<file path="config.mk">
export PLATFORM = sky130hd
export DESIGN_NAME = axi_lite_cmd_arbiter
export DESIGN_NICKNAME = d
export VERILOG_FILES = /design/src/rtl/axi_lite_arb_pkg.sv /design/src/rtl/axi_lite_cmd_arbiter_rr_arb2.sv /design/src/rtl/axi_lite_cmd_arbiter.sv
export SDC_FILE = /design/constraint.sdc
export NUM_CORES = 1
export LEC_CHECK = 0
export CORE_ASPECT_RATIO = 0.7
export CORE_MARGIN = 2
export CORE_UTILIZATION = 40
export CTS_CLUSTER_DIAMETER = 40
export DETAILED_ROUTE_END_ITERATION = 8
export GPL_ROUTABILITY_DRIVEN = 1
export HOLD_SLACK_MARGIN = 0.03
export MAX_ROUTING_LAYER = met4
export PLACE_DENSITY_LB_ADDON = 0.3
export SYNTH_ARGS = -nofsm -noshare
export SYNTH_HDL_FRONTEND = slang
export SYNTH_SLANG_ARGS = --single-unit
export TNS_END_PERCENT = 1
</file>
<file path="constraint.sdc">
create_clock -name clk -period 2.4 [get_ports clk]
set_clock_uncertainty 0.2 [all_clocks]
set_input_delay 0.48 -clock clk [delete_from_list [all_inputs] [get_ports clk]]
set_output_delay 0.48 -clock clk [all_outputs]
set_load 0.03 [all_outputs]
</file>
<file path="src/rtl/axi_lite_arb_pkg.sv">
// Shared types and constants for the two-requester AXI-Lite command arbiter.
package axi_lite_arb_pkg;

  // Transaction FSM states
  typedef enum logic [2:0] {
    ST_IDLE    = 3'd0,
    ST_ISSUE_W = 3'd1,
    ST_ISSUE_R = 3'd2,
    ST_WAIT_W  = 3'd3,
    ST_WAIT_R  = 3'd4,
    ST_RESP    = 3'd5
  } arb_state_e;

  // Requester identifiers
  localparam logic REQ0 = 1'b0;
  localparam logic REQ1 = 1'b1;

  // Default completion timeout in WAIT cycles
  localparam int unsigned DEFAULT_TIMEOUT = 255;

  // Timeout counter width (covers TIMEOUT up to 65535)
  localparam int unsigned CNT_W = 16;

endpackage

</file>
<file path="src/rtl/axi_lite_cmd_arbiter_rr_arb2.sv">
// Combinational 2-way round-robin pick.
//   pending     : request pending per requester
//   last        : requester granted most recently
//   winner_c    : chosen requester (valid when any_valid_c)
//   any_valid_c : at least one requester pending
module rr_arb2
  import axi_lite_arb_pkg::*;
(
  input  logic [1:0] pending,
  input  logic       last,
  output logic       winner_c,
  output logic       any_valid_c
);

  // On a tie the requester that did not win last time goes first
  always_comb begin
    winner_c    = REQ0;
    any_valid_c = |pending;
    case (pending)
      2'b01:   winner_c = REQ0;
      2'b10:   winner_c = REQ1;
      2'b11:   winner_c = ~last;
      default: winner_c = REQ0;
    endcase
  end

endmodule

</file>
<file path="src/rtl/axi_lite_cmd_arbiter.sv">
// Shares the AXI-Lite master user-command port between two requesters.
// One transaction at a time, round-robin; each grant issues a single-cycle
// C_VALID / C_VALID_R pulse, waits for W_DONE / R_DONE (or a timeout), then
// returns a one-cycle ACK to the winner.
//   clk, reset_n                 : clock, async active-low reset
//   REQ_WR/REQ_RD/REQ_ADDR/
//   REQ_WDATA/REQ_STRB           : requester side (level requests)
//   ACK/ERR/RDATA                : completion back to requesters
//   BUSY/GRANT_ID                : status
//   C_VALID/C_ADRR/C_DATA/C_STRB : write command to master
//   C_VALID_R/C_ADRR_R           : read command to master
//   W_DONE/R_DONE/R_DATA         : completion from master
module axi_lite_cmd_arbiter
  import axi_lite_arb_pkg::*;
#(
  parameter int unsigned ADDR_W  = 32,
  parameter int unsigned DATA_W  = 32,
  parameter int unsigned TIMEOUT = DEFAULT_TIMEOUT
) (
  input  logic                  clk,
  input  logic                  reset_n,
  input  logic [1:0]            REQ_WR,
  input  logic [1:0]            REQ_RD,
  input  logic [2*ADDR_W-1:0]   REQ_ADDR,
  input  logic [2*DATA_W-1:0]   REQ_WDATA,
  input  logic [7:0]            REQ_STRB,
  output logic [1:0]            ACK,
  output logic                  ERR,
  output logic [DATA_W-1:0]     RDATA,
  output logic                  BUSY,
  output logic                  GRANT_ID,
  output logic                  C_VALID,
  output logic [ADDR_W-1:0]     C_ADRR,
  output logic [DATA_W-1:0]     C_DATA,
  output logic [3:0]            C_STRB,
  output logic                  C_VALID_R,
  output logic [ADDR_W-1:0]     C_ADRR_R,
  input  logic                  W_DONE,
  input  logic                  R_DONE,
  input  logic [DATA_W-1:0]     R_DATA
);

  localparam logic [CNT_W-1:0] CNT_LAST = CNT_W'(TIMEOUT - 1);

  arb_state_e       state;
  logic             last_q;
  logic [CNT_W-1:0] cnt;

  logic [1:0]        pending;
  logic              winner;
  logic              any_valid;
  logic [ADDR_W-1:0] win_addr;
  logic [DATA_W-1:0] win_data;
  logic [3:0]        win_strb;
  logic              win_wr;
  logic              timed_out;

  assign pending = REQ_WR | REQ_RD;

  rr_arb2 u_rr_arb2 (
    .pending     (pending),
    .last        (last_q),
    .winner_c    (winner),
    .any_valid_c (any_valid)
  );

  // Winner's payload slice
  assign win_addr  = winner ? REQ_ADDR[2*ADDR_W-1:ADDR_W]   : REQ_ADDR[ADDR_W-1:0];
  assign win_data  = winner ? REQ_WDATA[2*DATA_W-1:DATA_W]  : REQ_WDATA[DATA_W-1:0];
  assign win_strb  = winner ? REQ_STRB[7:4]                 : REQ_STRB[3:0];
  assign win_wr    = winner ? REQ_WR[1]                     : REQ_WR[0];
  assign timed_out = (cnt == CNT_LAST);

  // Transaction FSM with registered outputs
  always_ff @(posedge clk or negedge reset_n) begin
    if (!reset_n) begin
      state     <= ST_IDLE;
      last_q    <= REQ1;
      cnt       <= '0;
      ACK       <= 2'b00;
      ERR       <= 1'b0;
      RDATA     <= '0;
      BUSY      <= 1'b0;
      GRANT_ID  <= 1'b0;
      C_VALID   <= 1'b0;
      C_ADRR    <= '0;
      C_DATA    <= '0;
      C_STRB    <= 4'h0;
      C_VALID_R <= 1'b0;
      C_ADRR_R  <= '0;
    end else begin
      // Pulse outputs default low
      C_VALID   <= 1'b0;
      C_VALID_R <= 1'b0;
      ACK       <= 2'b00;
      ERR       <= 1'b0;
      case (state)
        ST_IDLE: begin
          if (any_valid) begin
            GRANT_ID <= winner;
            last_q   <= winner;
            C_ADRR   <= win_addr;
            C_ADRR_R <= win_addr;
            C_DATA   <= win_data;
            C_STRB   <= win_strb;
            BUSY     <= 1'b1;
            // Write wins over read within one requester
            if (win_wr) begin
              state   <= ST_ISSUE_W;
              C_VALID <= 1'b1;
            end else begin
              state     <= ST_ISSUE_R;
              C_VALID_R <= 1'b1;
            end
          end
        end
        ST_ISSUE_W: state <= ST_WAIT_W;
        ST_ISSUE_R: state <= ST_WAIT_R;
        ST_WAIT_W: begin
          cnt <= cnt + CNT_W'(1);
          // Done takes precedence over a same-cycle timeout
          if (W_DONE || timed_out) begin
            state <= ST_RESP;
            ACK   <= 2'b01 << GRANT_ID;
            ERR   <= ~W_DONE;
          end
        end
        ST_WAIT_R: begin
          cnt <= cnt + CNT_W'(1);
          if (R_DONE) begin
            state <= ST_RESP;
            ACK   <= 2'b01 << GRANT_ID;
            RDATA <= R_DATA;
          end else if (timed_out) begin
            state <= ST_RESP;
            ACK   <= 2'b01 << GRANT_ID;
            ERR   <= 1'b1;
          end
        end
        ST_RESP: begin
          cnt   <= '0;
          BUSY  <= 1'b0;
          state <= ST_IDLE;
        end
        default: state <= ST_IDLE;
      endcase
    end
  end

endmodule

</file>
After elaboration in Yosys (flattened, before gate mapping)
Index checks and enable logic that the tools add are counted.
Storage, ports and cells
  register bits after elaboration: 127
  bits in latches: 0
  memory bits (writable): 0
  bits in read-only memories: 0
  input port bits: 176
  output and inout port bits: 139
  logic and storage cells: 67
  memories kept: 0
Cells by class
  $add $sub $neg: 1
  $mul: 0
  divide/modulo/power cells: 0
  order comparisons: 0
  equal/unequal tests: 11
  shift operators: 1
  muxes and demuxes: 28
  bitwise gates (word level): 3
  reduce and logical (&&, ||, !) cells: 10
Operators by type and width (number)
  32-bit 2-to-1 mux: 2
  16-bit case mux with 2 select lines: 1
  16-bit by 1-bit adder with 16-bit output (second input constant): 1
  16-bit by 8-bit == test with 1-bit output (second input constant): 1
  3-bit case mux with 5 select lines: 1
  3-bit 2-to-1 mux: 4
  1-bit 2-to-1 mux: 11
  2-bit 2-to-1 mux: 4
  3-bit by 2-bit == test with 1-bit output (second input constant): 2
  3-bit == test (second input constant): 2
  1-bit case mux with 2 select lines: 3
  2-bit AND reduction: 3
  2-bit == test (second input constant): 2
  4-bit 2-to-1 mux: 1
  2-bit inequality test (second input constant): 2
  2-bit case mux with 2 select lines: 1
  2-bit nonzero test: 2
  2-bit OR reduction: 2
  3-bit by 1-bit == test with 1-bit output (second input constant): 1
  3-bit zero test: 1
  3-bit inequality test (second input constant): 1
  3-bit AND reduction: 1
  1-bit NOT: 2
  2-bit OR: 1
  other kinds (2): 2

Depth between registers and ports, before layout
  depth after elaboration: 7
  mapped depth: 6
  gate-level depth less buffers: 6

Modules after synthesis
From an unflattened synthesis, not the netlist that was laid out.
Unflattened totals
  cell total of the unflattened synthesis: 558
  area, all modules: 6000.8 um^2
Modules (own cells, without submodules)
  axi_lite_cmd_arbiter: times used 1, cells each 556, area each 5987.0 um^2, sequential area each 3179.3 um^2
  rr_arb2: times used 1, cells each 2, area each 13.8 um^2, sequential area each 0.0 um^2

Worst setup path after synthesis
Ideal clock, no wire load.
  path kind: reg2reg
  from: register cnt[0]
  to: register state[0]
  setup time: 0.127 ns
  arrival time: 1.662 ns
  data required time: 2.073 ns
  setup slack: 0.411 ns
  stages on the path, launching flop included: 7
  buffers on the path: 0
  period minus slack after synthesis: 1.989 ns
  path through: dfrtp_1 -> inv_1 -> ha_1 -> and4b_1 -> and4_1 -> o22a_1 -> mux2_1
Between the ends
  cells in the longest elaborated chain, start to end: 4
  elaborated cells on any way between the ends: 5
  classes of those cells: 3 x eq/ne; 2 x reduce/logical
Ends and longest elaborated chain
  start, declared: line axi_lite_cmd_arbiter.sv:47  | logic [CNT_W-1:0] cnt;
  start signal, assigned: line axi_lite_cmd_arbiter.sv:120  | cnt <= cnt + CNT_W'(1);
  start signal, assigned: line axi_lite_cmd_arbiter.sv:129  | cnt <= cnt + CNT_W'(1);
  16-bit by 8-bit == test with 1-bit output *: line axi_lite_cmd_arbiter.sv:72  | assign timed_out = (cnt == CNT_LAST);
  1-bit logical OR: line axi_lite_cmd_arbiter.sv:122  | if (W_DONE || timed_out) begin
  2-bit inequality test (no line)
  3-bit AND reduction (no line) *
  end signal, assigned: line axi_lite_cmd_arbiter.sv:77  | state <= ST_IDLE;
  end signal, assigned: line axi_lite_cmd_arbiter.sv:123  | state <= ST_RESP;
  end signal, assigned: line axi_lite_cmd_arbiter.sv:131  | state <= ST_RESP;
  end, declared: line axi_lite_cmd_arbiter.sv:45  | arb_state_e state;
Mark *: on every way between the ends. The rest lies on a longest branch, timed or not.
A chain may end at the register's enable or synchronous reset.

Final worst setup path
  from: register C_ADRR_R[19]
  to: output port C_ADRR_R[19]
RTL lines
  start, declared: line axi_lite_cmd_arbiter.sv:37  | output logic [ADDR_W-1:0] C_ADRR_R,
  start signal, assigned: line axi_lite_cmd_arbiter.sv:103  | C_ADRR_R <= win_addr;
No word-level cell between the ends.

==> results.sh <==
export IMPL_initial_antenna_violation_count=2
export IMPL_synth_top_cells_by_area="sky130_fd_sc_hd__dfrtp_1, sky130_fd_sc_hd__mux2i_1, sky130_fd_sc_hd__o21ai_0"
export IMPL_max_slew_margin_pct=63.0
export IMPL_setup_tns_ps=0
export IMPL_clock_tree_htree_level_count=4
export IMPL_yosys_warnings=0
export IMPL_synth_compound_area_share_pct=10.5
export IMPL_holdCritPathClass="reg -> reg"
export IMPL_clock_tree_root="sky130_fd_sc_hd__clkbuf_16"
export IMPL_dr_first_iter_drc_count=245
export IMPL_port_buffer_count=314
export IMPL_drt_first_pass_iters=5
export IMPL_fin_cells=1041
export IMPL_criticalPathCategory="reg -> out"
export IMPL_sequentialPowerShare_pct=27.5
export IMPL_via_count=5082
export IMPL_place_detailed_hpwl_mm=13.6
export IMPL_finalHoldWorstSlack_ps=277
export IMPL_cts_inserted_buffers=17
export IMPL_cts_sinks=127
export IMPL_register_area_share_after_synthesis_pct=53.4
export IMPL_gr_usage_all_layers_pct=22.5
export IMPL_post_dp_cell_area_um2=9170
export IMPL_width_of_the_die_um=150
export IMPL_post_route_cell_area_um2=9810
export IMPL_syn2layout_area_growth_pct=64.9
export IMPL_critPathLaunchType="flip-flop"
export IMPL_drt_total_wl_mm=17.6
export IMPL_endpoints_failing_hold=0
export IMPL_dieArea_um2=15900
export IMPL_synthesized_area_fraction_occupied_by_and_or_nand_nor_cells_pct=9.31
export IMPL_post_synth_top_area_fraction_pct=53.0
export IMPL_antenna_left=0
export IMPL_critical_path_required_time_ps=1720
export IMPL_netlist_instances=543
export IMPL_synth_largest_area_cell="sky130_fd_sc_hd__dfrtp_1"
export IMPL_worst_hold_startpoint="C_DATA[31]"
export IMPL_outcome="complete, no violations"
export IMPL_p_int_uw=8020
export IMPL_synthesized_area_per_cell_um2=11.0
export IMPL_grt_first_pass_wirelength_mm=26.7
export IMPL_cts_resized=0
export IMPL_synth_area_um2=5950
export IMPL_grt_ovfl_total=0
export IMPL_drive_gt1_share_pct=9.24
export IMPL_vdd_drop_max_mv=0.715
export IMPL_power_density_nw_per_um2=1400
export IMPL_power_frac_clock_pct=19.7
export IMPL_min_delay_worst_endpoint="C_DATA[31]"
export IMPL_comb_power_share_pct=52.8
export IMPL_p_leak_uw=0.00428
export IMPL_main_combinational_cell_family_by_area_after_synthesis="multiplexers"
export IMPL_reg2reg_slack_ps=300
export IMPL_crit_family="buffers and inverters"
export IMPL_crit_fanout=3
export IMPL_reg2reg_from="state[1]"
export IMPL_setup_worst_path_end_class="primary output"
export IMPL_slew_at_the_pin_closest_to_its_max_slew_limit_ps=555
export IMPL_critPathSlowestCell="sky130_fd_sc_hd__clkdlybuf4s50_1"
export IMPL_num_io_pins=315
export IMPL_hold_buffers=1
export IMPL_synthMuxAreaShare_pct=18.0
export IMPL_critical_path_buf_inv_count=1
export IMPL_fin_nets=1009
export IMPL_cells_traversed_along_the_worst_timing_path="clkdlybuf4s50_1"
export IMPL_numPlacedInstances=1006
export IMPL_setup_violations=0
export IMPL_cts_tree="built"
export IMPL_post_cts_setup_buffers=0
export IMPL_max_cap_violations=0
export IMPL_clkSlewWorstSetupHoldPaths_ps=60
export IMPL_post_route_util_pct=67.1
export IMPL_layout_worst_path_cycle_share_pct=92.7
export IMPL_total_switching_power_uw=5710
export IMPL_vias_per_cell=4.88
export IMPL_number_of_distinct_library_cells_after_synthesis=43
export IMPL_clock_path_buffers=2
export IMPL_syn_num_nets=721
export IMPL_effective_utilization_at_floorplan_pct=40.7
export IMPL_sw_frac_of_total_pct=41.6
export IMPL_grt_start_max_net_pins=49
export IMPL_place_congestion=0.839
export IMPL_floorplan_rows=37
export IMPL_worst_endpoint_arrival_ps=1550
export IMPL_slew_viol_final=0
export IMPL_grt_pass1_vias=4972
export IMPL_timing_rr_end="cnt[15]"
export IMPL_yosys_area_share_xor_xnor_pct=0.883
export IMPL_slowest_delay_ps=710
export IMPL_clock_fmax_ghz=0.449
export IMPL_whs_path_depth=2
export IMPL_ys_seq_elements=127
export IMPL_core_area_um2=14600
export IMPL_worst_r2r_cell_count=4
export IMPL_period_needed_ps=2230
export IMPL_post_route_drc_count=0
export IMPL_rsz0062_at_grt="false"
export IMPL_dieHeight_um=106
export IMPL_wl_per_cell_um=16.9
export IMPL_synth_fa_ha_area_share_pct=0.421
export IMPL_clk_lat_worst_skew_ps=400
[cell usage in the layout, fill, tap and decap left out, types with 2 or more instances in the layout]
master / n
sky130_fd_sc_hd__clkdlybuf4s50_1: 313
sky130_fd_sc_hd__dfrtp_1: 126
sky130_fd_sc_hd__o21ai_0: 82
sky130_fd_sc_hd__nand2_1: 76
sky130_fd_sc_hd__mux2i_1: 70
sky130_fd_sc_hd__mux2_2: 22
sky130_fd_sc_hd__clkbuf_16: 17
sky130_fd_sc_hd__a21oi_1: 14
sky130_fd_sc_hd__buf_4: 14
sky130_fd_sc_hd__mux2_1: 11
sky130_fd_sc_hd__nor2_1: 10
sky130_fd_sc_hd__or3_1: 8
sky130_fd_sc_hd__buf_12: 7
sky130_fd_sc_hd__inv_1: 6
sky130_fd_sc_hd__xor2_1: 5
sky130_fd_sc_hd__bufinv_16: 4
sky130_fd_sc_hd__nor3_1: 3
sky130_fd_sc_hd__and4_1: 3
sky130_fd_sc_hd__or4_1: 3
sky130_fd_sc_hd__and2_1: 3
sky130_fd_sc_hd__o31ai_1: 3
sky130_fd_sc_hd__nand3_1: 3
sky130_fd_sc_hd__o2111ai_1: 3
sky130_fd_sc_hd__clkinv_2: 3
sky130_fd_sc_hd__clkbuf_1: 3
sky130_fd_sc_hd__diode_2: 2
sky130_fd_sc_hd__nor2b_1: 2
sky130_fd_sc_hd__a21boi_0: 2
sky130_fd_sc_hd__and3_1: 2
sky130_fd_sc_hd__ha_1: 2
sky130_fd_sc_hd__clkbuf_8: 2
sky130_fd_sc_hd__clkinv_4: 2
[kinds of logic after synthesis]
kind of cell	count (synthesis)
xor gates and xnor gates	6
DFF	127
and+or+nand+nor	120
AOI/OAI and AO/OA	113
muxes	103
adders and majority gates	2
buffers and inverters	72
[power groups by stage]
stage / registers (uW) / logic (uW) / clock network (uW)
6_report: 3780 / 7260 / 2700
5_1_grt: 3910 / 7720 / 2840
3_5_place_dp: 3800 / 7300 / 0
4_1_cts: 3780 / 7310 / 2740
3_3_place_gp: 3750 / 7160 / 0
2_1_floorplan: 5360 / 2770 / 0
[final cells by class]
| class | instances | area [um^2] |
|---|---|---|
| antenna | 2 | 5.00 |
| clock buffer | 22 | 464 |
| clock inverter | 10 | 160 |
| fill | 1125 | 4820 |
| inverter | 6 | 22.5 |
| multi-input combinational | 344 | 2350 |
| sequential | 127 | 3180 |
| tap | 195 | 244 |
| timing repair buffer | 335 | 3390 |
[metal layers]
metal  GRT usage (%)  vias to the layer above  share of wire [%]
li1                -                     2433                  -
met1            28.5                     2420                 43
met2            36.0                      211                 50
met3            5.54                       18                6.5
met4            7.01                        0                1.1
met5               -                        -                  0
[registers in the layout, indices dropped and copies added (netlist names)]
| name | cells |
|---|---|
| RDATA | 32 |
| GRANT_ID | 1 |
| BUSY | 1 |
| state | 3 |
| ERR | 1 |
| C_DATA | 32 |
| C_STRB | 4 |
| C_VALID | 1 |
| ACK | 2 |
| last_q | 1 |
| C_ADRR_R | 32 |
| C_VALID_R | 1 |
| cnt | 16 |
[synthesized netlist by cell type]
cell type / n
sky130_fd_sc_hd__dfrtp_1: 126
sky130_fd_sc_hd__o21ai_0: 83
sky130_fd_sc_hd__nand2_1: 76
sky130_fd_sc_hd__mux2i_1: 70
sky130_fd_sc_hd__buf_4: 39
sky130_fd_sc_hd__mux2_2: 22
sky130_fd_sc_hd__buf_2: 19
sky130_fd_sc_hd__a21oi_1: 14
sky130_fd_sc_hd__mux2_1: 11
sky130_fd_sc_hd__nor2_1: 10
sky130_fd_sc_hd__or3_1: 8
sky130_fd_sc_hd__clkbuf_1: 7
sky130_fd_sc_hd__inv_1: 6
sky130_fd_sc_hd__xor2_1: 5
sky130_fd_sc_hd__and2_1: 3
sky130_fd_sc_hd__and4_1: 3
sky130_fd_sc_hd__nand3_1: 3
sky130_fd_sc_hd__nor3_1: 3
sky130_fd_sc_hd__o2111ai_1: 3
sky130_fd_sc_hd__o31ai_1: 3
sky130_fd_sc_hd__or4_1: 3
sky130_fd_sc_hd__a21boi_0: 2
sky130_fd_sc_hd__and3_1: 2
sky130_fd_sc_hd__ha_1: 2
sky130_fd_sc_hd__nor2b_1: 2
sky130_fd_sc_hd__a211oi_1: 1
sky130_fd_sc_hd__a2bb2oi_1: 1
sky130_fd_sc_hd__and3b_1: 1
sky130_fd_sc_hd__and4b_1: 1
sky130_fd_sc_hd__clkbuf_2: 1
sky130_fd_sc_hd__dfstp_2: 1
sky130_fd_sc_hd__nand2b_1: 1
sky130_fd_sc_hd__nand4_1: 1
sky130_fd_sc_hd__nor3b_2: 1
sky130_fd_sc_hd__nor4_1: 1
sky130_fd_sc_hd__o211ai_1: 1
sky130_fd_sc_hd__o211ai_4: 1
sky130_fd_sc_hd__o21ai_1: 1
sky130_fd_sc_hd__o21ai_2: 1
sky130_fd_sc_hd__o22a_1: 1
sky130_fd_sc_hd__o32ai_1: 1
sky130_fd_sc_hd__or3b_1: 1
sky130_fd_sc_hd__xnor2_1: 1
[worst max path at each step]
stage,start,end,slack [ps],depth (start not counted)
6_report,C_ADRR_R[19],C_ADRR_R[19],170,1
5_1_grt,C_ADRR_R[19],C_ADRR_R[19],140,1
4_1_cts,C_ADRR_R[19],C_ADRR_R[19],170,1
3_5_place_dp,REQ_RD[1],C_DATA[21],-3,6
3_3_place_gp,REQ_WR[0],state[0],30,4
2_1_floorplan,cnt[0],state[0],410,6
[metrics by stage]
stage	power, uW	setup WS, ps
3_5_place_dp	11100	-2.66
5_1_grt	14500	136
2_1_floorplan	8130	411
4_1_cts	13800	171
3_3_place_gp	10900	32.6
6_report	13700	174
[worst reg2reg max path, stage by stage (launching register included)]
cell and delay [ps]:
sky130_fd_sc_hd__dfrtp_1 550, sky130_fd_sc_hd__and3b_1 450, sky130_fd_sc_hd__o211ai_4 180, sky130_fd_sc_hd__or4_1 500
sky130_fd_sc_hd__a21oi_1 160
Power figures use the tool's default switching activity.
